File: config.mk
export PLATFORM = sky130hd
export DESIGN_NAME = squarewave_meter_flat
export DESIGN_NICKNAME = d
export VERILOG_FILES = /design/src/rtl/squarewave_meter_if.sv /design/src/rtl/squarewave_meter.sv /design/src/flat_wrapper.sv
export SDC_FILE = /design/constraint.sdc
export NUM_CORES = 1
export LEC_CHECK = 0
export CAP_MARGIN = 20
export CORE_ASPECT_RATIO = 1.25
export CORE_UTILIZATION = 30
export CTS_BUF_LIST = sky130_fd_sc_hd__clkbuf_16
export DETAILED_ROUTE_END_ITERATION = 16
export PLACE_DENSITY_LB_ADDON = 0.12
export SLEW_MARGIN = 20
export SYNTH_ARGS = -nofsm -noshare
export SYNTH_HDL_FRONTEND = slang
export SYNTH_SLANG_ARGS = --single-unit
File: constraint.sdc
create_clock -name clk -period 3.3 [get_ports clk]
set_clock_uncertainty 0.05 [all_clocks]
set_input_delay 0.495 -clock clk [delete_from_list [all_inputs] [get_ports clk]]
set_output_delay 0.495 -clock clk [all_outputs]
set_load 0.01 [all_outputs]
File: src/rtl/squarewave_meter_if.sv
`default_nettype none
// ============================================================================
//  Module      : squarewave_meter_if
//  Description : Signal bundle between the square-wave source/consumer side
//                and the squarewave_meter.
//                  w          - square wave under measurement (into meter)
//                  high_cnt   - high time of last complete period (CNT_W)
//                  low_cnt    - low time of last complete period (CNT_W)
//                  meas_valid - one-cycle strobe on each new measurement
//                  meas_sat   - last published measurement saturated
//                  busy       - meter is tracking a period
//                  stuck      - sticky saturation abort flag, present only
//                               when SQW_METER_STUCK_EN is defined
//                modport master : the meter side (drives results)
//                modport slave  : the source / consumer side (drives w)
//  Revision    : 1.0 - initial release
// ============================================================================
interface squarewave_meter_if #(
    parameter int CNT_W = 8
);
    logic             w;
    logic [CNT_W-1:0] high_cnt;
    logic [CNT_W-1:0] low_cnt;
    logic             meas_valid;
    logic             meas_sat;
    logic             busy;
`ifdef SQW_METER_STUCK_EN
    logic             stuck;

    modport master (
        input  w,
        output high_cnt,
        output low_cnt,
        output meas_valid,
        output meas_sat,
        output busy,
        output stuck
    );

    modport slave (
        output w,
        input  high_cnt,
        input  low_cnt,
        input  meas_valid,
        input  meas_sat,
        input  busy,
        input  stuck
    );
`else
    modport master (
        input  w,
        output high_cnt,
        output low_cnt,
        output meas_valid,
        output meas_sat,
        output busy
    );

    modport slave (
        output w,
        input  high_cnt,
        input  low_cnt,
        input  meas_valid,
        input  meas_sat,
        input  busy
    );
`endif
endinterface
`default_nettype wire

File: src/rtl/squarewave_meter.sv
`default_nettype none
// ============================================================================
//  Module      : squarewave_meter
//  Description : Measures high and low time (in clk cycles) of every complete
//                period of a possibly asynchronous square wave and publishes
//                each result with a one-cycle valid strobe.
//  Ports       : clk   - system clock, rising edge
//                reset - synchronous, active-high reset
//                bus   - squarewave_meter_if.master
//                          in : w
//                          out: high_cnt, low_cnt, meas_valid, meas_sat, busy
//                               (+ stuck when SQW_METER_STUCK_EN is defined)
//  Parameters  : CNT_W       - counter/result width (>= 2)
//                SYNC_STAGES - input synchroniser depth (>= 2)
//  Options     : SQW_METER_STUCK_EN - when defined, a saturating phase aborts
//                the period, raises sticky 'stuck' and returns to IDLE.
//  Revision    : 1.0 - initial release
// ============================================================================
module squarewave_meter #(
    parameter int CNT_W       = 8,
    parameter int SYNC_STAGES = 2
) (
    input  wire logic           clk,
    input  wire logic           reset,
    squarewave_meter_if.master  bus
);

    localparam logic [CNT_W-1:0] CNT_MAX    = {CNT_W{1'b1}};
    localparam logic [CNT_W-1:0] CNT_MAX_M1 = {{(CNT_W-1){1'b1}}, 1'b0};
    localparam logic [CNT_W-1:0] CNT_ONE    = {{(CNT_W-1){1'b0}}, 1'b1};

    typedef enum logic [1:0] {
        IDLE      = 2'd0,
        MEAS_HIGH = 2'd1,
        MEAS_LOW  = 2'd2
    } state_t;

    // ------------------------------------------------------------------
    // Input synchroniser and edge detection
    // ------------------------------------------------------------------
    logic [SYNC_STAGES-1:0] sync_q;
    logic                   w_d;
    logic [SYNC_STAGES:0]   settle_q;
    logic                   w_s;
    logic                   settled;
    logic                   rise;
    logic                   fall;

    always_ff @(posedge clk) begin
        if (reset) begin
            sync_q   <= '0;
            w_d      <= 1'b0;
            settle_q <= '0;
        end else begin
            sync_q   <= {sync_q[SYNC_STAGES-2:0], bus.w};
            w_d      <= w_s;
            settle_q <= {settle_q[SYNC_STAGES-1:0], 1'b1};
        end
    end

    assign w_s = sync_q[SYNC_STAGES-1];

    // The synchroniser and delayed copy restart from 0 after reset, so a
    // wave that is already high would look like a fresh rising edge while
    // the pipeline refills. Edges are only trusted once every stage plus
    // the delayed copy holds a genuine post-reset sample of w.
    assign settled = settle_q[SYNC_STAGES];
    assign rise    = settled &  w_s & ~w_d;
    assign fall    = settled & ~w_s &  w_d;

    // ------------------------------------------------------------------
    // Measurement FSM with registered outputs
    // ------------------------------------------------------------------
    state_t           state;
    logic [CNT_W-1:0] hcnt;
    logic [CNT_W-1:0] lcnt;
    logic             hsat;
    logic             lsat;
    logic [CNT_W-1:0] high_cnt_q;
    logic [CNT_W-1:0] low_cnt_q;
    logic             meas_valid_q;
    logic             meas_sat_q;
    logic             busy_q;
`ifdef SQW_METER_STUCK_EN
    logic             stuck_q;
`endif

    always_ff @(posedge clk) begin
        if (reset) begin
            state        <= IDLE;
            hcnt         <= '0;
            lcnt         <= '0;
            hsat         <= 1'b0;
            lsat         <= 1'b0;
            high_cnt_q   <= '0;
            low_cnt_q    <= '0;
            meas_valid_q <= 1'b0;
            meas_sat_q   <= 1'b0;
            busy_q       <= 1'b0;
`ifdef SQW_METER_STUCK_EN
            stuck_q      <= 1'b0;
`endif
        end else begin
            meas_valid_q <= 1'b0;

            case (state)
                IDLE: begin
                    // The first rising edge only arms the meter; there is
                    // no preceding low phase to report yet.
                    if (rise) begin
                        hcnt   <= CNT_ONE;
                        hsat   <= 1'b0;
                        state  <= MEAS_HIGH;
                        busy_q <= 1'b1;
                    end
                end

                MEAS_HIGH: begin
                    if (fall) begin
                        lcnt  <= CNT_ONE;
                        lsat  <= 1'b0;
                        state <= MEAS_LOW;
                    end else if (w_s) begin
`ifdef SQW_METER_STUCK_EN
                        // The increment that would land on the ceiling
                        // aborts the period instead of publishing it.
                        if (hcnt >= CNT_MAX_M1) begin
                            stuck_q <= 1'b1;
                            state   <= IDLE;
                            busy_q  <= 1'b0;
                        end else begin
                            hcnt <= hcnt + CNT_ONE;
                        end
`else
                        if (hcnt != CNT_MAX) begin
                            hcnt <= hcnt + CNT_ONE;
                        end
                        if (hcnt >= CNT_MAX_M1) begin
                            hsat <= 1'b1;
                        end
`endif
                    end
                end

                MEAS_LOW: begin
                    if (rise) begin
                        // Publish the finished period and start the next
                        // high phase in the same cycle.
                        high_cnt_q   <= hcnt;
                        low_cnt_q    <= lcnt;
                        meas_sat_q   <= hsat | lsat;
                        meas_valid_q <= 1'b1;
                        hcnt         <= CNT_ONE;
                        hsat         <= 1'b0;
                        state        <= MEAS_HIGH;
                    end else if (!w_s) begin
`ifdef SQW_METER_STUCK_EN
                        if (lcnt >= CNT_MAX_M1) begin
                            stuck_q <= 1'b1;
                            state   <= IDLE;
                            busy_q  <= 1'b0;
                        end else begin
                            lcnt <= lcnt + CNT_ONE;
                        end
`else
                        if (lcnt != CNT_MAX) begin
                            lcnt <= lcnt + CNT_ONE;
                        end
                        if (lcnt >= CNT_MAX_M1) begin
                            lsat <= 1'b1;
                        end
`endif
                    end
                end

                default: begin
                    state  <= IDLE;
                    busy_q <= 1'b0;
                end
            endcase
        end
    end

    assign bus.high_cnt   = high_cnt_q;
    assign bus.low_cnt    = low_cnt_q;
    assign bus.meas_valid = meas_valid_q;
    assign bus.meas_sat   = meas_sat_q;
    assign bus.busy       = busy_q;
`ifdef SQW_METER_STUCK_EN
    assign bus.stuck      = stuck_q;
`endif

endmodule
`default_nettype wire

File: src/flat_wrapper.sv
// flat-port wrapper written by rule: the top's interface ports become plain ports
module squarewave_meter_flat 
#(
    parameter int CNT_W       = 8,
    parameter int SYNC_STAGES = 2
)
  (clk, reset, bus_w, bus_high_cnt, bus_low_cnt, bus_meas_valid, bus_meas_sat, bus_busy);
  squarewave_meter_if #(.CNT_W(CNT_W)) bus_i ();
  input  wire logic clk;
  input  wire logic reset;
  input wire logic [$bits(bus_i.w)-1:0] bus_w;
  output wire logic [$bits(bus_i.high_cnt)-1:0] bus_high_cnt;
  output wire logic [$bits(bus_i.low_cnt)-1:0] bus_low_cnt;
  output wire logic [$bits(bus_i.meas_valid)-1:0] bus_meas_valid;
  output wire logic [$bits(bus_i.meas_sat)-1:0] bus_meas_sat;
  output wire logic [$bits(bus_i.busy)-1:0] bus_busy;
  assign bus_i.w = bus_w;
  assign bus_high_cnt = bus_i.high_cnt;
  assign bus_low_cnt = bus_i.low_cnt;
  assign bus_meas_valid = bus_i.meas_valid;
  assign bus_meas_sat = bus_i.meas_sat;
  assign bus_busy = bus_i.busy;
  squarewave_meter #(.CNT_W(CNT_W), .SYNC_STAGES(SYNC_STAGES)) u_core (.clk(clk), .reset(reset), .bus(bus_i));
endmodule
==> impl_metrics.py <==
metrics = {
    "run_status": {
        "status": "finished clean",
    },
    "placement": {
        "hpwl_um": 3180,
        "dp_cells": 340,
        "port_buffers": 21,
        "place.gp.congestion": 0.800,
        "place_area_sq_um": 2320,
    },
    "sta": {
        "hold_viol": 0,
        "worstMarginPinSlew_ns": 0.832,
        "fmax_ghz": 0.458,
        "period_needed_ns": 2.18,
        "setup_viol": 0,
        "min_period_over_period_pct": 66.2,
        "rsz0062_at_grt": "no",
        "drv_slew": 0,
        "fin_tns_setup_ns": 0,
        "max_slew_margin_pct": 44.3,
    },
    "finish": {
        "area_growth_pct": 19.4,
        "final_cell_area_sq_um": 2450,
        "drive_above_1_share_pct": 5.00,
        "fillers": 717,
        "regArea_sq_um": 901,
        "finalNonFillerCells": 347,
        "final_nets": 271,
        "diodes": 0,
        "multi_input_area_sq_um": 1040,
    },
    "synthesis": {
        "syn_inst": 242,
        "synthFlopType": "dfxtp_1",
        "netlist_top_cells_area": "dfxtp_1 44%, nand2_1 8.6%, a21oi_1 5.6%, ha_1 4.9%, o211ai_1 2.9%",
        "async_reset_ff_share_pct": 0,
        "synth_nets": 253,
        "syn-cell-area_sq_um": 2050,
        "yosysWarningCount": 0,
        "synth-seq-area-share_pct": 43.8,
        "ys_seq_elements": 45,
        "avgSynthCellArea_sq_um": 8.49,
        "synth_top_area_share_pct": 43.8,
        "yosysMostFrequentCell": "nand2_1",
        "yosys.area.top_type": "dfxtp_1",
        "yosysUniqueCellTypes": 42,
        "synth_edf_count": 0,
        "yosys-top-cells-count": "47 x nand2_1, 45 x dfxtp_1, 23 x a21oi_1",
    },
    "worst_setup_path": {
        "r2r_slack_ns": 1.12,
        "critPathLaunchType": "register",
        "crit_type": "register to register",
        "path_max_fanout": 11,
        "end_kind": "register",
        "critPathArrivalTime_ns": 2.36,
        "required_ns": 3.47,
        "ff2ff_path_depth": 6,
    },
    "global_routing": {
        "grt_pass1_wl_um": 8050,
        "antenna_found_initial": 0,
        "grt_overflow": 0,
        "track_usage_pct": 14.1,
        "grt_max_degree": 33,
        "grt_pass1_vias": 1620,
    },
    "clocking": {
        "cts.sinks": 45,
        "cts_hold_buf": 0,
        "cts_tree": "built",
        "clkLatencyLatePin_ns": 0.28,
        "cts_resized": 0,
        "cts_made_buffers": 5,
        "cts_max_level": 2,
        "cts_root_buf": "clkbuf_16",
        "clk_path_buf_depth": 2,
        "clkTransAtPathRegs_ns": 0.06,
        "cts_setup_buffers": 0,
    },
    "drt": {
        "ant_nets": 0,
        "post-route-drc-count": 0,
        "dr_total_vias": 1723,
        "viasPerCell": 4.97,
        "wire_per_inst_um": 13.5,
        "initialDrtViolationCount": 80,
        "drt_pass1_iterations": 4,
        "wirelength_um": 4670,
    },
    "floorplan": {
        "rows": 33,
        "placeableCoreArea_sq_um": 6610,
        "die_h_um": 94.5,
        "die_width_um": 76.0,
        "ioPinCount": 22,
        "dieArea_sq_um": 7180,
        "initial_core_util_pct": 31.1,
    },
    "power_and_ir_drop": {
        "switching_share_pct": 20.9,
        "pwr-share-seq_pct": 52.5,
        "clockPowerShare_pct": 45.3,
        "internal_power_uw": 828,
        "p_leak_nw": 0.772,
        "switchingPower_uw": 219,
        "p_per_area_nw_per_um2": 427,
        "ir_drop_uv": 234,
        "power_frac_comb_pct": 2.3,
    },
    "hold_path": {
        "hp-class": "register to register",
        "hold_depth": 1,
    },
    "run": {
        "cap_violations": 0,
    },
}
## cell usage in the layout, fill, tap and decap left out, types with 3 or more instances in the layout
cell type	count
nand2_1	47
dfxtp_1	45
a21oi_1	23
clkdlybuf4s50_1	21
inv_1	11
nand3_1	11
o21ai_0	8
o211ai_1	8
ha_1	8
nor2_1	7
nor3_1	7
nand2b_1	6
nand4_1	5
nor2b_1	5
or4_1	5
clkbuf_16	5
mux2i_1	4
or3_1	3
o31a_1	3
## routing by layer
layer / global-route usage, % / vias up / routed length, um
met5: 0 / - / 0
met1: 17.1 / 807 / 2170
met4: 4.81 / 0 / 63
li1: - / 883 / -
met2: 25.2 / 28 / 2320
met3: 2.61 / 5 / 120
## final cells by class
class | count | area share, %
Clock buffer | 5 | 5.10
Clock inverter | 2 | 0.459
Inverter | 12 | 1.84
Multi-Input combinational cell | 174 | 42.6
Sequential cell | 45 | 36.7
Tap cell | 87 | 4.44
Timing Repair Buffer | 22 | 8.88
## worst max-delay path: stages (launching register included)
cell and delay [ns]:
dfxtp_1 0.33, inv_1 0.09, ha_1 0.33, inv_1 0.23
a31oi_1 0.73, o311ai_0 0.27, nand2_1 0.10
## power groups by stage
stage	registers [mW]	logic [mW]	clock network, mW
6_report	0.549	0.0238	0.474
5_1_grt	0.549	0.0270	0.516
4_1_cts	0.549	0.0244	0.491
3_5_place_dp	0.562	0.0243	0
3_3_place_gp	0.562	0.0240	0
2_1_floorplan	0.561	0.0174	0
## state kept, by name, indices dropped and copies added, names as in the netlist
| register | count |
|---|---|
| u_core.sync_q | 2 |
| u_core.hcnt | 8 |
| u_core.settle_q | 3 |
| u_core.bus.busy | 1 |
| u_core.bus.meas_sat | 1 |
| u_core.hsat | 1 |
| u_core.w_d | 1 |
| u_core.lcnt | 8 |
| u_core.bus.low_cnt | 8 |
| u_core.state | 2 |
| u_core.lsat | 1 |
| u_core.bus.meas_valid | 1 |
| u_core.bus.high_cnt | 8 |
## worst paths after layout
check,from,to
min,u_core.sync_q[0],u_core.sync_q[1]
max reg2reg,u_core.state[0],u_core.lcnt[2]
min reg2reg,u_core.sync_q[0],u_core.sync_q[1]
max,u_core.state[0],u_core.lcnt[2]
## logic make-up (layout without fill, tap and decap cells)
kind of cell    count (synthesis)  after routing  share of synthesized area (%)
compound gates                 55             55                           16.9
fa+ha+maj                       8              8                           4.87
buf+inv                        23             41                           5.36
flops                          45             45                           43.8
mux                             5              5                           2.50
simple gates                  106            106                           26.6
## through the flow
step | setup slack [ns] | total power, mW | util (%) | hold WS (ns)
2_1_floorplan | 1.49 | 0.578 | - | 0.364
3_3_place_gp | 0.954 | 0.586 | 35.1 | 0.368
3_5_place_dp | 0.908 | 0.586 | 35.1 | 0.374
4_1_cts | 1.09 | 1.06 | 37.1 | 0.389
5_1_grt | 0.783 | 1.09 | 37.1 | 0.417
6_report | 1.12 | 1.05 | 37.1 | 0.388
(Power assumes the default switching activity.)
